===== config.mk =====
export PLATFORM = sky130hd
export DESIGN_NAME = core_if_bpu
export DESIGN_NICKNAME = d
export VERILOG_FILES = /design/src/rtl/core_if_bpu_pkg.sv /design/src/rtl/core_if_ras.sv /design/src/rtl/core_if_bpu.sv
export SDC_FILE = /design/constraint.sdc
export NUM_CORES = 1
export LEC_CHECK = 0
export ABC_AREA = 1
export BUFFER_PORTS_ARGS = -buffer_cell sky130_fd_sc_hd__clkbuf_2
export CORE_UTILIZATION = 61
export DETAILED_ROUTE_END_ITERATION = 10
export HOLD_SLACK_MARGIN = 0.08
export PLACE_DENSITY_LB_ADDON = 0.08
export SLEW_MARGIN = 20
export SYNTH_ARGS = -nofsm -noshare
export SYNTH_HDL_FRONTEND = slang
export SYNTH_SLANG_ARGS = --single-unit

===== constraint.sdc =====
create_clock -name clk -period 4.2 [get_ports clk]
set_input_delay 1.05 -clock clk [delete_from_list [all_inputs] [get_ports clk]]
set_output_delay 1.05 -clock clk [all_outputs]
set_load 0.02 [all_outputs]

===== src/rtl/core_if_bpu_pkg.sv =====
// Shared constants and helpers for the IF-stage branch prediction unit.
package core_if_bpu_pkg;

    localparam int unsigned CORE_XLEN     = 32;
    localparam int unsigned DEF_BHT_DEPTH = 64;
    localparam int unsigned DEF_RAS_DEPTH = 4;
    localparam logic [1:0]  DEF_BHT_INIT  = 2'b01;

    localparam logic [6:0] OPC_JAL    = 7'b1101111;
    localparam logic [6:0] OPC_JALR   = 7'b1100111;
    localparam logic [6:0] OPC_BRANCH = 7'b1100011;

    // x1 (ra) and x5 (t0) are the ABI link registers
    function automatic logic is_link(input logic [4:0] r);
        return (r == 5'd1) || (r == 5'd5);
    endfunction

endpackage


===== src/rtl/core_if_ras.sv =====
// Return address stack: circular storage with top-of-stack pointer and occupancy count.
module core_if_ras
    import core_if_bpu_pkg::*;
#(
    parameter int unsigned RAS_DEPTH = DEF_RAS_DEPTH,
    parameter int unsigned XLEN      = CORE_XLEN
) (
    input  logic            clk,
    input  logic            rst_n,
    input  logic            push,
    input  logic            pop,
    input  logic            flush,
    input  logic [XLEN-1:0] push_val,
    output logic [XLEN-1:0] top,
    output logic            empty
);

    localparam int unsigned AW = $clog2(RAS_DEPTH);
    localparam int unsigned CW = AW + 1;

    logic [XLEN-1:0] entries [RAS_DEPTH];
    logic [AW-1:0]   tos, tos_n, wr_idx;
    logic [CW-1:0]   count, count_n;
    logic            wr_en;

    assign top   = entries[tos];
    assign empty = (count == CW'(0));

    // Coroutine swap on a non-empty stack rewrites the top in place
    always_comb begin
        tos_n   = tos;
        count_n = count;
        wr_en   = 1'b0;
        wr_idx  = tos + AW'(1);
        if (flush) begin
            tos_n   = AW'(0);
            count_n = CW'(0);
        end else if (push && pop) begin
            wr_en = 1'b1;
            if (count == CW'(0)) begin
                tos_n   = tos + AW'(1);
                count_n = CW'(1);
            end else begin
                wr_idx = tos;
            end
        end else if (push) begin
            wr_en = 1'b1;
            tos_n = tos + AW'(1);
            if (count != CW'(RAS_DEPTH)) begin
                count_n = count + CW'(1);
            end
        end else if (pop && (count != CW'(0))) begin
            tos_n   = tos - AW'(1);
            count_n = count - CW'(1);
        end
    end

    always_ff @(posedge clk or negedge rst_n) begin
        if (!rst_n) begin
            tos   <= AW'(0);
            count <= CW'(0);
            for (int i = 0; i < RAS_DEPTH; i++) begin
                entries[i] <= XLEN'(0);
            end
        end else begin
            tos   <= tos_n;
            count <= count_n;
            if (wr_en) begin
                entries[wr_idx] <= push_val;
            end
        end
    end

endmodule


===== src/rtl/core_if_bpu.sv =====
// IF-stage branch predictor: pre-decode, immediate extraction, 2-bit BHT and RAS-based return prediction.
module core_if_bpu
    import core_if_bpu_pkg::*;
#(
    parameter int unsigned BHT_DEPTH = DEF_BHT_DEPTH,
    parameter int unsigned RAS_DEPTH = DEF_RAS_DEPTH,
    parameter logic [1:0]  BHT_INIT  = DEF_BHT_INIT
) (
    input  logic                 clk,
    input  logic                 rst_n,
    input  logic                 i_valid,
    input  logic [CORE_XLEN-1:0] i_pc,
    input  logic [31:0]          i_inst,
    input  logic                 i_flush,
    input  logic                 upd_valid,
    input  logic [CORE_XLEN-1:0] upd_pc,
    input  logic                 upd_taken,
    output logic                 o_is_jal,
    output logic                 o_is_jalr,
    output logic                 o_is_branch,
    output logic [CORE_XLEN-1:0] o_bj_imm,
    output logic                 o_pred_taken,
    output logic [CORE_XLEN-1:0] o_pred_target
);

    localparam int unsigned XLEN   = CORE_XLEN;
    localparam int unsigned BHT_IW = $clog2(BHT_DEPTH);

    logic [1:0]        bht [BHT_DEPTH];
    logic [BHT_IW-1:0] look_idx, upd_idx;
    logic [XLEN-1:0]   imm_j, imm_i, imm_b, ras_top;
    logic [4:0]        rd, rs1;
    logic              ras_empty, ras_push, ras_pop;
    logic              unused_upd_pc;

    assign rd  = i_inst[11:7];
    assign rs1 = i_inst[19:15];

    assign imm_j = {{(XLEN-21){i_inst[31]}}, i_inst[31], i_inst[19:12], i_inst[20], i_inst[30:21], 1'b0};
    assign imm_i = {{(XLEN-12){i_inst[31]}}, i_inst[31:20]};
    assign imm_b = {{(XLEN-13){i_inst[31]}}, i_inst[31], i_inst[7], i_inst[30:25], i_inst[11:8], 1'b0};

    assign o_is_jal    = i_valid && (i_inst[6:0] == OPC_JAL);
    assign o_is_jalr   = i_valid && (i_inst[6:0] == OPC_JALR);
    assign o_is_branch = i_valid && (i_inst[6:0] == OPC_BRANCH);

    assign look_idx      = i_pc[BHT_IW+1:2];
    assign upd_idx       = upd_pc[BHT_IW+1:2];
    assign unused_upd_pc = ^{upd_pc[XLEN-1:BHT_IW+2], upd_pc[1:0]};

    // rd==rs1 on a link register is a plain call, not a return
    assign ras_push = (o_is_jal || o_is_jalr) && is_link(rd);
    assign ras_pop  = o_is_jalr && is_link(rs1) && !(is_link(rd) && (rs1 == rd));

    always_comb begin
        o_bj_imm      = XLEN'(0);
        o_pred_taken  = 1'b0;
        o_pred_target = XLEN'(0);
        if (o_is_jal) begin
            o_bj_imm      = imm_j;
            o_pred_taken  = 1'b1;
            o_pred_target = i_pc + imm_j;
        end else if (o_is_branch) begin
            o_bj_imm      = imm_b;
            o_pred_taken  = bht[look_idx][1];
            o_pred_target = i_pc + imm_b;
        end else if (o_is_jalr) begin
            o_bj_imm = imm_i;
            if (ras_pop && !ras_empty) begin
                o_pred_taken  = 1'b1;
                o_pred_target = ras_top;
            end
        end
    end

    // Saturating 2-bit counter training from EX
    always_ff @(posedge clk or negedge rst_n) begin
        if (!rst_n) begin
            for (int i = 0; i < BHT_DEPTH; i++) begin
                bht[i] <= BHT_INIT;
            end
        end else if (upd_valid) begin
            if (upd_taken) begin
                if (bht[upd_idx] != 2'b11) bht[upd_idx] <= bht[upd_idx] + 2'b01;
            end else begin
                if (bht[upd_idx] != 2'b00) bht[upd_idx] <= bht[upd_idx] - 2'b01;
            end
        end
    end

    core_if_ras #(
        .RAS_DEPTH (RAS_DEPTH),
        .XLEN      (XLEN)
    ) u_ras (
        .clk      (clk),
        .rst_n    (rst_n),
        .push     (ras_push),
        .pop      (ras_pop),
        .flush    (i_flush),
        .push_val (i_pc + XLEN'(4)),
        .top      (ras_top),
        .empty    (ras_empty)
    );

endmodule


==> results of run 1 <==
[worst paths after layout]
path / start / end / cells past startpoint
worst max register to register: flop / bht[51] / 21
worst min register to register: flop / flop / 2
min in group asynchronous: rst_n / u_ras.entries[91] / 1
worst min-delay path: flop / flop / 2
max in group asynchronous: rst_n / async pin / 2
worst max-delay path: i_pc[1] / o_pred_target[17] / 14
[per-stage QoR]
step	total power, W	utilization (%)	TNS (ps)
detailed placement	0.00465	67.7	0
floorplan	0.00402	-	0
CTS	0.00717	70.7	0
finish	0.00724	71.2	0
global route	0.00754	71.2	-75.7
global placement	0.00460	67.7	0
[metal layers]
metal  part of all wire (%)  routed length [µm]
met1                     36               25300
met2                     45               31100
met3                    9.8                6820
met4                    8.8                6110
met5                      0                   0
[worst max-delay path: cells and delay by family]
| family | cells | cell delay [ps] |
|---|---|---|
| and+or+nand+nor | 7 | 750 |
| adders and majority gates | 2 | 560 |
| buffers and inverters | 4 | 550 |
| AOI/OAI and AO/OA | 1 | 180 |
[timing repair]
action / CTS / global route
hold buffers: 0 / 0
setup endpoints to repair: 0 / 19
resized for setup: 0 / 39
[kinds of logic after synthesis]
| logic type | synth area share (%) |
|---|---|
| AO/OA/AOI/OAI | 8.71 |
| XOR/XNOR | 1.70 |
| adder cells (fa/ha/maj) | 3.33 |
| AND/OR/NAND/NOR | 40.9 |
| buffers and inverters | 10.8 |
| flip-flops | 34.6 |
[area by class of cell]
class | count | share of cell area (%)
repair buffers | 268 | 7.93
clock buffers | 42 | 3.58
well taps | 396 | 2.27
inverters | 384 | 6.64
multi-input cells | 2301 | 48.6
flip-flops and latches | 261 | 30.3
clock inverters | 10 | 0.716
[cell usage in the layout, fill, tap and decap left out, types with 4 or more instances in the layout]
cell	count
o22ai_1	15
o21ai_0	129
xor2_1	30
inv_1	376
nor2_4	5
dfrtp_1	197
o211ai_1	11
nand3_2	11
nand2_1	1317
nor2_2	9
inv_2	5
dfstp_2	64
clkbuf_16	28
clkbuf_2	140
clkinv_2	4
a22oi_1	36
clkbuf_1	11
ha_1	41
nand2_2	10
buf_4	120
nor3_2	5
o21ai_1	15
nor2_1	279
nand3b_1	5
nand4_1	79
buf_12	5
o21bai_1	5
nor3_1	29
a221oi_1	5
a21oi_2	5
nand3_1	166
ha_4	4
xnor2_1	6
a21oi_1	56
or2_2	5
[power by group through the flow]
stage / clock network (W) / logic, W / registers, W
after floorplan: 0 / 0.00110 / 0.00292
after global placement: 0 / 0.00164 / 0.00296
after detailed placement: 0 / 0.00168 / 0.00297
after CTS: 0.00254 / 0.00170 / 0.00293
after global routing: 0.00264 / 0.00195 / 0.00296
final: 0.00253 / 0.00177 / 0.00294
==> results.toml, run 1 <==
[synthesis]
synth_top_area_share_pct = 26.0
synth_edf_count = 0
yosysUniqueCellTypes = 43
yosys.area.top_type = "nand2_1"
synthFlopType = "dfrtp_1"
syn_area_um2 = 19100
syn_nets = 3210
synth_area_leaders = "nand2_1 (26%), dfrtp_1 (26%), dfstp_2 (8.8%)"
ys_seq_elements = 261
yosysWarnings = 0
async_reset_ff_share_pct = 100
synth.most_common_cell = "nand2_1"
postSynthAreaPerCell_um2 = 6.25
seq_area_frac_synth_pct = 34.6
netlist_instances = 3059
ys_top_cells_by_count = "nand2_1 (1324), inv_1 (378), nor2_1 (285), dfrtp_1 (197), nand3_1 (173)"

[outcome]
outcome = "finished, final reports clean"

[cts]
postCtsSetupBuffers = 0
cts_tree = "built"
cts_sinks = 261
clock_path_buffers = 3
htree_num_levels = 1
clkTransAtPathRegs_ps = 60
clk_latency_ps = 570
numCtsBuffers = 28
cts_root_buffer = "clkbuf_16"

[sta]
worstMarginPinSlew_ps = 943
slew_headroom_pct = 37.1
setup_viol_count_final = 0
layout_setup_ws_ps = 47.0
grt_setup_unrepaired = "yes"
holdWs_ps = 464
min_period_over_period_pct = 98.9
slew_violations = 0
period_minus_slack_ps = 4150
fmax_ghz = 0.241
finalHoldViolations = 0
clock_skew_ps = 24.1

[worst_setup_path]
cp.arrival_ps = 3100
path_cells = "clkbuf_2, ha_1, inv_1, fa_1, inv_1, nand3_1, nand3_2, nand2_1, nand2_1, nand3_1, nand3b_1, nand3_1, a21oi_1, clkbuf_2"
critPathMaxFanout = 4
regToRegSetupSlack_ps = 1160
max_stage_delay_ps = 350
cp-end-kind = "primary output"
cp-start-kind = "input port"
worst_path_max_delay_cell = "fa_1"
path_class = "input port to primary output"
required_ps = 3150
crit_top_cell = "nand3_1"

[cells_and_area]
seqCellArea_um2 = 6610
instances_no_fill = 3662
multi_input_area_um2 = 10600
num-fill-cells = 2608
n_antenna_cell = 0
nNetsFinal = 3395
layout-drive-gt1-share_pct = 13.4
post-route-cell-area_um2 = 21800
area_growth_pct = 14.4

[hold_path]
min_path_type = "flop to flop"

[pwr]
p_sw_share_pct = 33.4
power.share.clock_pct = 35.0
p_switching_w = 0.00242
p_leak_nw = 11.8
comb_power_share_pct = 24.4
power_density_nw_per_um2 = 331
p_int_w = 0.00482
p_seq_share_pct = 40.6
ir_worst_vdd_mv = 0.432

[placed_design]
dp_cells = 3610
placed_area_um2 = 20700
place.gp.congestion = 1.06
dp_slack_ps = 28.1
port_buffers = 143
place_hpwl_mm = 51.2

[global_route]
grt_usage_pct = 43.2
grt_pass1_vias = 19909
gr-usage-met3_pct = 7.80
use_met1_pct = 52.0
grt_overflow = 0
antenna_found_initial = 0
grt_pass1_wl_mm = 106
grt-busiest-layer = "met2"
use_met2_pct = 68.5
grt_max_degree = 98

[die]
die_y_um = 179
dieArea_um2 = 32000
pin_count = 170
die_w_um = 179
initial_core_util_pct = 62.3
rows = 64
core_um2 = 30700

[detailed_routing]
drt-total-wl_mm = 69.3
dr.pass1.iters = 8
ant_nets = 0
routedWlPerCell_um = 18.9
drt_iter0_markers = 2442
vias = 21409
vias_per_cell = 5.85
drcViolationCount = 0

[job]
maxCapViolations = 0
Note: power is estimated with default switching activity, not from simulation.
==> run 2, diff against run 1 <==
CORE_ASPECT_RATIO = 1.4   (was not set)
clock period = 4.58 ns   (was 4.2 ns; I/O delays follow)
==> run 2 against run 1 <==
  * Core utilization is 0.97 points lower
  * Cell area is 0.90% lower
  * Combinational power is 10% lower
  * Critical endpoint is now o_pred_taken
  * Clock power is 16% lower
==> results.toml, run 2 (same netlist as run 1, synthesis figures left out) <==
[cells_and_area]
layout-drive-gt1-share_pct = 12.7
num-fill-cells = 2616
area_growth_pct = 13.3
nNetsFinal = 3393
layout_common_cells = "nand2_1 (1321), inv_1 (378), nor2_1 (285)"
final_common_cell = "nand2_1"
n_antenna_cell = 0
instances_no_fill = 3652
post-route-cell-area_um2 = 21700

[placed_design]
place_hpwl_mm = 52.8
dp_cells = 3604
place.gp.congestion = 1.05
placed_area_um2 = 20800
port_buffers = 143

[cts]
cts_root_buffer = "clkbuf_16"
cts_sinks = 261
clk_latency_ps = 580
htree_num_levels = 1
postCtsSetupBuffers = 0
clkTransAtPathRegs_ps = 60
clock_path_buffers = 3
numCtsBuffers = 26
cts_tree = "built"

[die]
die_w_um = 152
initial_core_util_pct = 62.0
pin_count = 170
rows = 76
die_y_um = 211
dieArea_um2 = 32000
core_um2 = 30800

[global_route]
grt_overflow = 0
grt_max_degree = 106
antenna_found_initial = 0
grt_pass1_vias = 20888
grt_usage_pct = 45.6
grt_pass1_wl_mm = 110

[detailed_routing]
wl_met1_mm = 23.5
vias = 21450
vias_per_cell = 5.87
drt_iter0_markers = 1891
wl_met3_mm = 6.61
routedWlPerCell_um = 19.7
met2WireLength_mm = 33.7
drcViolationCount = 0
ant_nets = 0
drt-total-wl_mm = 72.0
topRoutingLayerUsed = "met4"
dr.pass1.iters = 7

[worst_setup_path]
cp.arrival_ps = 3330
critPathLaunch = "i_pc[3]"
cp-end-kind = "primary output"
cp-start-kind = "input port"
required_ps = 3430
path_class = "input port to primary output"
critPathMaxFanout = 21

[sta]
slew_headroom_pct = 31.6
slew_violations = 0
fmax_ghz = 0.224
setup-tns-final_ps = 0
clock_skew_ps = 43.9
min_period_over_period_pct = 97.6
worstMarginPinSlew_ps = 1020
grt_setup_unrepaired = "no"
period_minus_slack_ps = 4470
finalHoldViolations = 0
setup_viol_count_final = 0

[job]
maxCapViolations = 0

[pwr]
power_density_nw_per_um2 = 296
ir_worst_vdd_mv = 0.447
p_leak_nw = 11.8

[outcome]
outcome = "finished, final reports clean"

[hold_path]
min_path_type = "flop to flop"
run 2: cell count changes in the layout (fill, tap and decap cells not counted), sizes merged:
cell,delta
bufinv,-3
clkinvlp,-3
buf,-2
inv,+2
clkbuf,+1
clkinv,+1
run 2: worst max-delay path, stage by stage:
cell      delay [ps]
clkbuf_2         130
buf_4            250
inv_1            550
o211ai_1         190
nand3_1          120
nand3_1          250
nand2_1          170
nand3_1           90
nand3_1           90
nand2_1           60
inv_1             90
clkbuf_2         170
run 2: final cells by class:
class / instances / area, µm² / share of cell area [%]
inverters: 384 / 1440 / 6.67
repair buffers: 268 / 1770 / 8.16
clock buffers: 41 / 787 / 3.63
flip-flops and latches: 261 / 6610 / 30.5
multi-input cells: 2301 / 10500 / 48.5
well taps: 390 / 488 / 2.25
clock inverters: 7 / 50.0 / 0.231
run 2: layer usage:
| layer | vias up | GRT usage [%] |
|---|---|---|
| li1 | 9955 | - |
| met1 | 9726 | 48.3 |
| met2 | 1315 | 74.1 |
| met3 | 454 | 9.22 |
| met4 | 0 | 44.5 |
| met5 | - | 0 |
run 2: final timing paths:
path	end	slack, ps	depth (start not counted)
worst max-delay path	o_pred_taken	110	12
worst min-delay path	flop	470	2
worst max register to register	bht[101]	1620	20
worst min register to register	flop	470	2
max in group asynchronous	u_ras.entries[3]	2950	2
min in group asynchronous	bht[93]	530	1
run 2: metrics by stage:
step	hold WS (ps)	power, W	setup slack [ps]	utilization [%]
6_report	468	0.00640	109	70.3
5_1_grt	476	0.00666	2.07	70.3
4_1_cts	468	0.00635	164	70.1
3_5_place_dp	457	0.00426	165	67.4
3_3_place_gp	453	0.00420	184	67.4
2_1_floorplan	442	0.00369	276	-
run 2: repair_timing:
item	in CTS	in global routing
hold buffers	0	0
resized for setup	0	10
endpoints found under the setup margin	0	11
run 2: power by group:
part	internal (W)	switching [W]	total (W)
Clock	0.00118	0.000936	0.00212
Sequential	0.00256	0.000136	0.00269
Combinational	0.000478	0.00111	0.00159
Total	0.00422	0.00219	0.00640
